===== src/rtl/fetch_pkg.sv =====
// Shared types for the instruction fetch stage: FSM states, default widths
// and the buffered instruction entry.
package fetch_pkg;

  localparam int FETCH_AW = 8;
  localparam int FETCH_IW = 16;

  typedef enum logic [1:0] {
    ST_IDLE     = 2'd0,
    ST_FETCH    = 2'd1,
    ST_STALL    = 2'd2,
    ST_REDIRECT = 2'd3
  } fetch_state_t;

  typedef struct packed {
    logic [FETCH_IW-1:0] instr;
    logic [FETCH_AW-1:0] pc;
  } fetch_entry_t;

endpackage


===== src/rtl/fetch_skid_fifo.sv =====
// Two-entry skid buffer between instruction memory and decode.
// Flush takes precedence over push and pop in the same cycle.
module fetch_skid_fifo
  import fetch_pkg::*;
#(
  parameter type entry_t = fetch_entry_t
) (
  input  logic       clk,
  input  logic       reset_n,
  input  logic       flush,
  input  logic       push,
  input  entry_t     push_data,
  input  logic       pop,
  output entry_t     head,
  output logic       full,
  output logic       empty,
  output logic [1:0] count
);

  entry_t     mem_q [2];
  entry_t     mem_d [2];
  logic       wr_ptr_q, wr_ptr_d;
  logic       rd_ptr_q, rd_ptr_d;
  logic [1:0] count_q, count_d;
  logic       do_push, do_pop;

  assign empty   = (count_q == 2'd0);
  assign full    = (count_q == 2'd2);
  assign count   = count_q;
  assign head    = mem_q[rd_ptr_q];
  assign do_pop  = pop && !empty;
  assign do_push = push && (!full || do_pop);

  always_comb begin
    mem_d    = mem_q;
    wr_ptr_d = wr_ptr_q;
    rd_ptr_d = rd_ptr_q;
    count_d  = count_q;
    if (flush) begin
      wr_ptr_d = 1'b0;
      rd_ptr_d = 1'b0;
      count_d  = 2'd0;
    end else begin
      if (do_push) begin
        mem_d[wr_ptr_q] = push_data;
        wr_ptr_d        = ~wr_ptr_q;
      end
      if (do_pop) rd_ptr_d = ~rd_ptr_q;
      case ({do_push, do_pop})
        2'b10:   count_d = count_q + 2'd1;
        2'b01:   count_d = count_q - 2'd1;
        default: count_d = count_q;
      endcase
    end
  end

  always_ff @(posedge clk or negedge reset_n) begin
    if (!reset_n) begin
      mem_q[0] <= '0;
      mem_q[1] <= '0;
      wr_ptr_q <= 1'b0;
      rd_ptr_q <= 1'b0;
      count_q  <= 2'd0;
    end else begin
      mem_q    <= mem_d;
      wr_ptr_q <= wr_ptr_d;
      rd_ptr_q <= rd_ptr_d;
      count_q  <= count_d;
    end
  end

endmodule


===== src/rtl/instruction_fetch.sv =====
// Instruction fetch stage: drives PC hold/load and instruction memory reads,
// tags each read with its address and buffers returns for decode.
module instruction_fetch
  import fetch_pkg::*;
#(
  parameter int AW = FETCH_AW,
  parameter int IW = FETCH_IW
) (
  input  logic         clk,
  input  logic         reset_n,
  input  logic         run,
  input  logic [AW-1:0] pc,
  output logic         pc_load,
  output logic [AW-1:0] pc_load_addr,
  output logic         imem_en,
  output logic [AW-1:0] imem_addr,
  input  logic [IW-1:0] imem_rdata,
  input  logic         redirect_valid,
  input  logic [AW-1:0] redirect_addr,
  output logic         out_valid,
  input  logic         out_ready,
  output logic [IW-1:0] out_instr,
  output logic [AW-1:0] out_pc,
  output fetch_state_t dbg_state
);

  typedef struct packed {
    logic [IW-1:0] instr;
    logic [AW-1:0] pc;
  } entry_t;

  fetch_state_t  state_q, state_d;
  logic          inflight_q, inflight_d;
  logic [AW-1:0] inflight_pc_q, inflight_pc_d;
  logic          pop, push, flush, full, empty, can_issue;
  logic [1:0]    count;
  logic [2:0]    occ_sum;
  entry_t        push_entry, head_entry;

  // Decode handshake: an entry transfers on any cycle where out_valid and
  // out_ready are both high; the head stays stable until that happens.
  assign out_valid  = !empty;
  assign pop        = out_valid && out_ready;
  assign out_instr  = head_entry.instr;
  assign out_pc     = head_entry.pc;
  assign dbg_state  = state_q;

  // An issue now lands in the buffer next cycle, so reserve its slot today.
  assign occ_sum    = {1'b0, count} + {2'b00, inflight_q};
  assign can_issue  = occ_sum < (3'd2 + {2'b00, pop});
  assign flush      = (state_q != ST_IDLE) && redirect_valid;
  assign push       = inflight_q && !flush;
  assign push_entry = {imem_rdata, inflight_pc_q};

  always_comb begin
    state_d       = state_q;
    imem_en       = 1'b0;
    imem_addr     = pc;
    pc_load       = 1'b1;
    pc_load_addr  = pc;
    inflight_d    = 1'b0;
    inflight_pc_d = inflight_pc_q;
    case (state_q)
      ST_IDLE: begin
        if (run) state_d = ST_FETCH;
      end
      default: begin
        if (redirect_valid) begin
          pc_load_addr = redirect_addr;
          state_d      = ST_REDIRECT;
        end else if (!run) begin
          state_d = ST_IDLE;
        end else if (state_q == ST_REDIRECT) begin
          state_d = ST_FETCH;
        end else if (can_issue) begin
          imem_en       = 1'b1;
          pc_load       = 1'b0;
          inflight_d    = 1'b1;
          inflight_pc_d = pc;
          state_d       = ST_FETCH;
        end else begin
          state_d = ST_STALL;
        end
      end
    endcase
  end

  always_ff @(posedge clk or negedge reset_n) begin
    if (!reset_n) begin
      state_q       <= ST_IDLE;
      inflight_q    <= 1'b0;
      inflight_pc_q <= '0;
    end else begin
      state_q       <= state_d;
      inflight_q    <= inflight_d;
      inflight_pc_q <= inflight_pc_d;
    end
  end

  fetch_skid_fifo #(
    .entry_t(entry_t)
  ) u_skid (
    .clk      (clk),
    .reset_n  (reset_n),
    .flush    (flush),
    .push     (push),
    .push_data(push_entry),
    .pop      (pop),
    .head     (head_entry),
    .full     (full),
    .empty    (empty),
    .count    (count)
  );

endmodule


===== config.mk =====
export PLATFORM = sky130hd
export DESIGN_NAME = instruction_fetch
export DESIGN_NICKNAME = d
export VERILOG_FILES = /design/src/rtl/fetch_pkg.sv /design/src/rtl/fetch_skid_fifo.sv /design/src/rtl/instruction_fetch.sv
export SDC_FILE = /design/constraint.sdc
export NUM_CORES = 1
export LEC_CHECK = 0
export ABC_AREA = 1
export ABC_CLOCK_PERIOD_IN_PS = 2700
export CAP_MARGIN = 25
export CORE_UTILIZATION = 53
export CTS_CLUSTER_DIAMETER = 100
export DETAILED_ROUTE_END_ITERATION = 7
export PLACE_DENSITY = 0.94
export SLEW_MARGIN = 10
export SYNTH_ARGS = -nofsm -noshare
export SYNTH_HDL_FRONTEND = slang
export SYNTH_SLANG_ARGS = --single-unit

===== constraint.sdc =====
create_clock -name clk -period 2.7 [get_ports clk]
set_input_delay 0.54 -clock clk [delete_from_list [all_inputs] [get_ports clk]]
set_output_delay 0.54 -clock clk [all_outputs]
set_load 0.1 [all_outputs]

==> impl_results.md, run 1 <==
* Final hold viol count at 0
* Most prevalent standard cell on the critical path: buf_12
* Pre-antenna DRT Iters at 4
* Number of placement rows at 28
* Syn_nets at 425
* Wire length of the first global-routing pass at 13000 um
* Worst-path clk slew at 0.07 ns
* Setup repair after global routing missed its margin: false
* Floorplan core area at 5920 um^2
* Maximum cell stage delay along the critical path at 0.53 ns
* Capturing element type of the critical path: primary output
* Final net count at 498
* Time the final worst path needs with I/O delays and setup at 2.53 ns
* Share of synthesized area occupied by flip-flops and latches at 48.2%
* Power density over cell area at 1430 nW/um^2
* Bufs on Longest Clock Path at 2
* Worst Setup SP: redirect_valid
* Tightest Pin Transition at 0.753 ns
* Fill cell total of the finished layout at 377
* Number of global-route vias before repair at 2887
* I/O pins at 82
* Layout overhead on the synthesized area at 47.7%
* Total number of yosys warnings at 0
* Post-synthesis instance area at 3270 um^2
* Post-place instance area at 4580 um^2
* Total global routing track utilization at 26.8%
* Critical path's slowest cell: clkdlybuf4s50_1
* Number of port buffers at 81
* CP delay by family, top: buffers and inverters
* H-tree depth reported by CTS at 3
* Root Buffer Master: clkbuf_8
* Drc violations at 0
* Series of cell instances along the critical path: clkdlybuf4s50_1 -> inv_1 -> nor2_2 -> buf_12 -> nand2_1 -> o21ai_4 -> buf_12
* Skew-Pair Late Insertion Delay at 0.35 ns
* Final core utilization at 81.6%
* Register bit count reported by yosys at 63
* Number of buffers and inverters on the critical path at 4
* Startpoint of the most critical register-to-register path: dbg_state[0]
* Start-to-end type of the worst setup path: input pin to primary output
* Total via count after detailed routing at 2839
* Proportion of synthesized flip-flops having asynchronous set or reset at 100%
* Pins over their slew limit at 0
* HPWL Detailed at 5170 um
* Violation count after the first detailed-routing iteration at 151
* Design area at 4830 um^2
* Classification of the worst-slack hold path: flop to flop
* Number of clock buffers inserted by TritonCTS at 9
* Most frequently used flop master after synthesis: dfrtp_1
* Routed WL at 7660 um
* Average vias per placed instance at 5.29
* Worst slew slack as a fraction of its limit at 49.8%
* Synthesized instance count at 384
* Fin Clk Skew at 0.00825 ns
* Pin count of the biggest net entering global routing at 63
* Count of distinct cell types in the synthesized netlist at 29
* N_diodes at 0
* Number of antenna violations at the first check in global routing at 0
* Proportion of layout cells with a drive suffix above 1 at 28.6%
* Run status: complete, no violations
* Number of synthesized flops with an enable pin at 0
* Maximum VDD drop at 1.34 mV
* Wire length per cell after detailed routing at 14.3 um
* Initial core utilization at 55.2%
* Final ANT Viol Nets at 0
* Final setup violation count at 0
* Width of the chip at 80.6 um
* Required time of the critical path at 2.16 ns
* HP Start: inflight_pc_q[5]
* Post-synthesis area per instance at 8.52 um^2
* GR Overflow Total at 0
* TritonCTS sink count at 63
* Maximum fanout along the worst path at 16
* Startpoint type of the worst setup path: input pin
* Final period utilization at 93.7%
* Area of the die at 6490 um^2
* Final estimated routing congestion in global placement at 0.751
* TritonCTS clock tree: yes
* Worst Path Arrival at 1.99 ns
* Static leakage power at 2.27 nW
* Die height at 80.6 um
* Maximum clock frequency at 395 MHz
* Max cap viols at 0
[per-stage QoR]
step | setup TNS [ns] | hold slack, ns | setup WS [ns] | power (mW) | instances
after floorplan | -7.81 | 0.244 | -0.552 | 4.43 | 384
after global placement | 0 | 0.339 | 0.242 | 5.81 | 520
after detailed placement | 0 | 0.340 | 0.157 | 5.92 | 520
after CTS | 0 | 0.502 | 0.170 | 6.95 | 537
after global routing | 0 | 0.525 | 0.0789 | 7.24 | 537
final | 0 | 0.499 | 0.171 | 6.92 | 537
[cell usage after synthesis (2+ instances only)]
cell	count	area share (%)
nand2_1	108	12
buf_4	12	2.8
o21ai_1	4	0.61
nor2_1	3	0.34
o21ai_2	24	6.4
clkbuf_1	10	1.1
a21oi_1	2	0.31
buf_12	2	1.2
inv_1	45	5.2
nand2_4	2	0.69
nand3_1	10	1.5
o21ai_0	63	9.6
ha_1	4	1.5
nor2_2	2	0.38
dfrtp_1	63	48
nand2_2	17	3.3
[worst min-delay path, cell delays in order (launching register included)]
cell	delay, ns
dfrtp_1	0.36
nand2_1	0.06
nand2_1	0.05
[sequential cells by signal (all words and copies together) (netlist names)]
name             cells
dbg_state            2
inflight_pc_q        8
u_skid.count         2
inflight_q           1
u_skid.rd_ptr_q      1
u_skid.mem_q        48
u_skid.wr_ptr_q      1
[cell usage in the layout (no fill, tap or decap), drive strengths merged]
cell           instances
a21oi                  2
a31oi                  1
buf                   52
bufinv                 3
clkbuf                 9
clkdlybuf4s50         35
clkinv                 3
clkinvlp               2
dfrtp                 63
dlygate4sd3            1
ha                     4
inv                   46
nand2                128
nand3                 12
nand4                  1
nor2                   7
nor3                   1
o21ai                 91
xor2                   1
[layer usage]
| metal | GRT usage, % | routed length [um] |
|---|---|---|
| met5 | 0 | 0 |
| met4 | 8.75 | 145 |
| met3 | 8.86 | 494 |
| met2 | 44.5 | 3940 |
| met1 | 32.8 | 3080 |
[layout make-up]
| class | instances | area [um^2] | share of cell area, % |
|---|---|---|---|
| Tap cell | 75 | 93.8 | 1.94 |
| Clock inverter | 7 | 120 | 2.49 |
| Timing Repair Buffer | 88 | 1310 | 27.1 |
| Clock buffer | 9 | 124 | 2.56 |
| Sequential cell | 63 | 1580 | 32.8 |
| Multi-Input combinational cell | 248 | 1410 | 29.3 |
| Inverter | 47 | 185 | 3.83 |
[path summary, 6_finish.rpt]
check	to	slack, ns	depth (start not counted)
min reg2reg	u_skid.mem_q[5]	0.50	2
max reg2reg	u_skid.mem_q[19]	0.56	10
max	pc_load_addr[3]	0.17	7
max in group asynchronous	inflight_pc_q[2]	1.68	3
min	u_skid.mem_q[5]	0.50	2
min in group asynchronous	u_skid.mem_q[36]	0.51	2
[logic make-up (layout without fill, tap and decap cells)]
kind of cell | Yosys count | after routing | synth area share, %
and+or+nand+nor | 149 | 149 | 21.3
AOI/OAI and AO/OA | 94 | 94 | 17.2
buffers and inverters | 73 | 151 | 11.5
DFF | 63 | 63 | 48.2
adders and majority gates | 4 | 4 | 1.53
xor gates and xnor gates | 1 | 1 | 0.268
[what timing repair did]
action / in CTS / in global routing
hold buffers: 1 / 0
buffers inserted: 0 / 0
hold endpoints to repair: 1 / 0
gates resized for setup: 0 / 0
[where the power goes]
part	switching, mW	internal [mW]
Sequential	0.193	1.32
Combinational	2.99	1.41
Clock	0.393	0.616
Total	3.58	3.34
Power figures use the tool's default switching activity.
==> run 2, diff against run 1 <==
--- a/config.mk
+++ b/config.mk
@@ -7,12 +7,14 @@
 export LEC_CHECK = 0
 export ABC_AREA = 1
 export ABC_CLOCK_PERIOD_IN_PS = 2700
-export CAP_MARGIN = 25
-export CORE_UTILIZATION = 53
+export CAP_MARGIN = 20
+export CORE_UTILIZATION = 60
 export CTS_CLUSTER_DIAMETER = 100
 export DETAILED_ROUTE_END_ITERATION = 7
-export PLACE_DENSITY = 0.94
+export DONT_BUFFER_PORTS = 1
+export PLACE_DENSITY = 0.85
 export SLEW_MARGIN = 10
 export SYNTH_ARGS = -nofsm -noshare
 export SYNTH_HDL_FRONTEND = slang
+export SYNTH_HIERARCHICAL = 1
 export SYNTH_SLANG_ARGS = --single-unit
==> run 2 against run 1 <==
Design area fell by 15%. Wire length is 11% lower. Global-route usage fell by 0.46 points. Sequential share of layout area is 5.6 points higher. Synthesized cell count is 4.9% higher. Sequential cell count stayed put. Largest power group unchanged. Critical path depth increased by 1. Total power down 18%. Clock-buffer cell count is 4 higher. Setup slack lost 0.062 ns. Clock power shrank 10%. Highest routed layer unchanged. Sequential power shrank 5%.
==> impl_results.md, run 2 <==
* Synthesized instance count at 403 (+4.9%)
* Register with the most flip-flops: u_skid/mem_q
* Total global routing track utilization at 26.4% (-0.46 points)
* Post-synthesis area per instance at 7.92 um^2 (-7.0%)
* Final net count at 474 (-4.8%)
* Most frequently used flop master after synthesis: dfrtp_1
* Area of the die at 5620 um^2 (-13%)
* Worst Path Arrival at 2.05 ns (+0.06 ns)
* Time the final worst path needs with I/O delays and setup at 2.59 ns (+0.0616 ns)
* Final hold viol count at 0 (unchanged)
* HPWL Detailed at 4640 um (-10%)
* Post-synthesis instance area at 3190 um^2 (-2.4%)
* H-tree depth reported by CTS at 3 (unchanged)
* Floorplan core area at 5110 um^2 (-14%)
* Max cap viols at 0 (unchanged)
* Static leakage power at 2.16 nW (-4.9%)
* Area leader, netlist: dfrtp_1
* Pins over their slew limit at 0 (unchanged)
* Final estimated routing congestion in global placement at 0.875 (+17%)
* Fin Clk Skew at 0.00739 ns (-0.000859 ns)
* Register bit count reported by yosys at 63 (unchanged)
* Highest-count cells in the layout ignoring fill and taps: nand2_1, dfrtp_1, inv_1
* Violation count after the first detailed-routing iteration at 230 (+52%)
* I/O pins at 82 (unchanged)
* Number of port buffers at 0 (-100%)
* Maximum clock frequency at 386 MHz (-2.4%)
* Worst Setup SP: dbg_state[1]
* Setup repair after global routing missed its margin: false
* Power density over cell area at 1380 nW/um^2 (-3.4%)
* Syn_nets at 444 (+4.5%)
* Classification of the worst-slack hold path: input pin to asynchronous set/reset pin
* Design area at 4120 um^2 (-15%)
* Width of the chip at 75.0 um (-7.0%)
* Number of clock buffers inserted by TritonCTS at 9 (unchanged)
* Final setup violation count at 0 (unchanged)
* Proportion of layout cells with a drive suffix above 1 at 19.9% (-8.7 points)
* Total via count after detailed routing at 2659 (-6.3%)
* Top cell types by occurrence after synthesis: nand2_1, dfrtp_1, inv_1
* Number of global-route vias before repair at 2542 (-12%)
* Tightest Pin Transition at 0.556 ns (-0.197 ns)
* Area share of the largest cell type after synthesis at 49.4% (+1.2 points)
* Start-to-end type of the worst setup path: flop to primary output
* Hold slack at 0.0600 ns (-0.439 ns)
* Share of synthesized area occupied by flip-flops and latches at 49.4% (+1.2 points)
* Run status: complete, no violations
* Max FFs per register at 48 (unchanged)
* Final core utilization at 80.7% (-0.87 points)
* Number of synthesized flops with an enable pin at 0 (unchanged)
* Wire length per cell after detailed routing at 13.4 um (-6.3%)
* Commonest non-fill, non-tap cell in the layout: nand2_1
* Layout overhead on the synthesized area at 29.2%
* N_diodes at 0 (unchanged)
* Pin count of the biggest net entering global routing at 64 (+1.6%)
* Maximum fanout along the worst path at 3 (-13)
* GR Layer Usage met1 at 32.4% (-0.46 points)
* Die height at 75.0 um (-7.0%)
* TritonCTS clock tree: yes
* TritonCTS sink count at 63 (unchanged)
* Highest-utilization routing layer at the global route stage: met2
* Wire length of the first global-routing pass at 10900 um (-16%)
* Startpoint of the most critical register-to-register path: dbg_state[0]
* Required time of the critical path at 2.16 ns (about the same)
* Proportion of synthesized flip-flops having asynchronous set or reset at 100% (unchanged)
* Worst slew slack as a fraction of its limit at 62.8% (+13 points)
* Post-Route Setup TNS at 0 ns (unchanged)
* Number of placement rows at 26 (-7.1%)
* Count of buffers added by post-CTS timing repair for setup at 0 (unchanged)
* Drc violations at 0 (unchanged)
* Count of distinct cell types in the synthesized netlist at 25 (-14%)
* Capturing element type of the critical path: primary output
* GR Overflow Total at 0 (unchanged)
* Fill cell total of the finished layout at 294 (-22%)
* Number of antenna violations at the first check in global routing at 0 (unchanged)
* Maximum VDD drop at 1.07 mV (-20%)
* Skew-Pair Late Insertion Delay at 0.34 ns (about the same)
* Total number of yosys warnings at 6 (+6)
* Worst-path clk slew at 0.06 ns (about the same)
* Global-route track usage on met2 at 44.9% (+0.45 points)
* M3 GR Usage at 5.49% (-3.4 points)
* Startpoint type of the worst setup path: flop
* Post-place instance area at 3870 um^2 (-16%)
* Final period utilization at 95.9% (+2.3 points)
* Root Buffer Master: clkbuf_8
* Routed WL at 6790 um (-11%)
* Initial core utilization at 62.5% (+7.3 points)
* Largest registers ranked by flip-flop count: u_skid/mem_q (48), inflight_pc_q (8)
* Average vias per placed instance at 5.23 (-0.99%)
* Dominant cell by count in the synthesized netlist: nand2_1
* Pre-antenna DRT Iters at 4 (unchanged)
* Bufs on Longest Clock Path at 2 (unchanged)
* Top post-synthesis cells by area: dfrtp_1, nand2_1, inv_1
* Final ANT Viol Nets at 0 (unchanged)
==> run 2: timing repair <==
item,in CTS,in global routing
hold endpoints to repair,63,0
gates resized for setup,1,1
hold buffers,1,0
endpoints found under the setup margin,7,1
==> run 2: critical path, cell delays in order, from the launching register on <==
cell        delay, ns
dfrtp_4          0.47
buf_4            0.24
ha_1             0.24
nor2_2           0.15
inv_1            0.06
nor2_1           0.16
nand3_4          0.10
clkinvlp_4       0.11
buf_12           0.17
==> run 2: logic make-up (layout without fill, tap and decap cells) <==
kind of cell / after synthesis / count (layout) / synth area share, %
flops: 63 / 63 / 49.4
simple gates: 213 / 213 / 29.0
fa+ha+maj: 4 / 4 / 1.57
compound gates: 50 / 50 / 8.89
buf+inv: 73 / 108 / 11.2
==> run 2: worst paths after layout <==
| path | endpoint | slack (ns) | depth (start not counted) |
|---|---|---|---|
| max | imem_en | 0.11 | 8 |
| min | u_skid/mem_q[16] | 0.06 | 1 |
| max reg2reg | u_skid/mem_q[20] | 0.46 | 7 |
| min reg2reg | inflight_pc_q[1] | 0.47 | 2 |
| max in group asynchronous | dbg_state[0] | 2.36 | 1 |
| min in group clk | dbg_state[0] | 0.32 | 2 |
==> run 2: power by group <==
group / switching, mW / internal (mW)
Combinational: 2.29 / 1.07
Clock: 0.340 / 0.569
Sequential: 0.182 / 1.25
==> run 2: area by class of cell <==
class / instances / area [um^2] / share of cell area (%)
clock inverters: 3 / 65.1 / 1.58
repair buffers: 45 / 771 / 18.7
clock buffers: 13 / 159 / 3.85
inverters: 47 / 180 / 4.37
well taps: 70 / 87.6 / 2.12
flip-flops and latches: 63 / 1580 / 38.4
multi-input cells: 267 / 1280 / 31.0
==> run 2: metrics by stage <==
| step | setup WS, ns | power, mW | std cells |
|---|---|---|---|
| floorplan | 0.00314 | 3.70 | 403 |
| global placement | 0.484 | 4.71 | 491 |
| detailed placement | 0.332 | 4.79 | 491 |
| CTS | 0.0516 | 5.73 | 508 |
| global route | 0.0326 | 5.97 | 508 |
| finish | 0.110 | 5.71 | 508 |
==> run 2: metal layers <==
metal	vias up	wire length, um
met4	0	99
li1	1301	-
met2	95	3640
met3	9	341
met1	1254	2710
met5	-	0
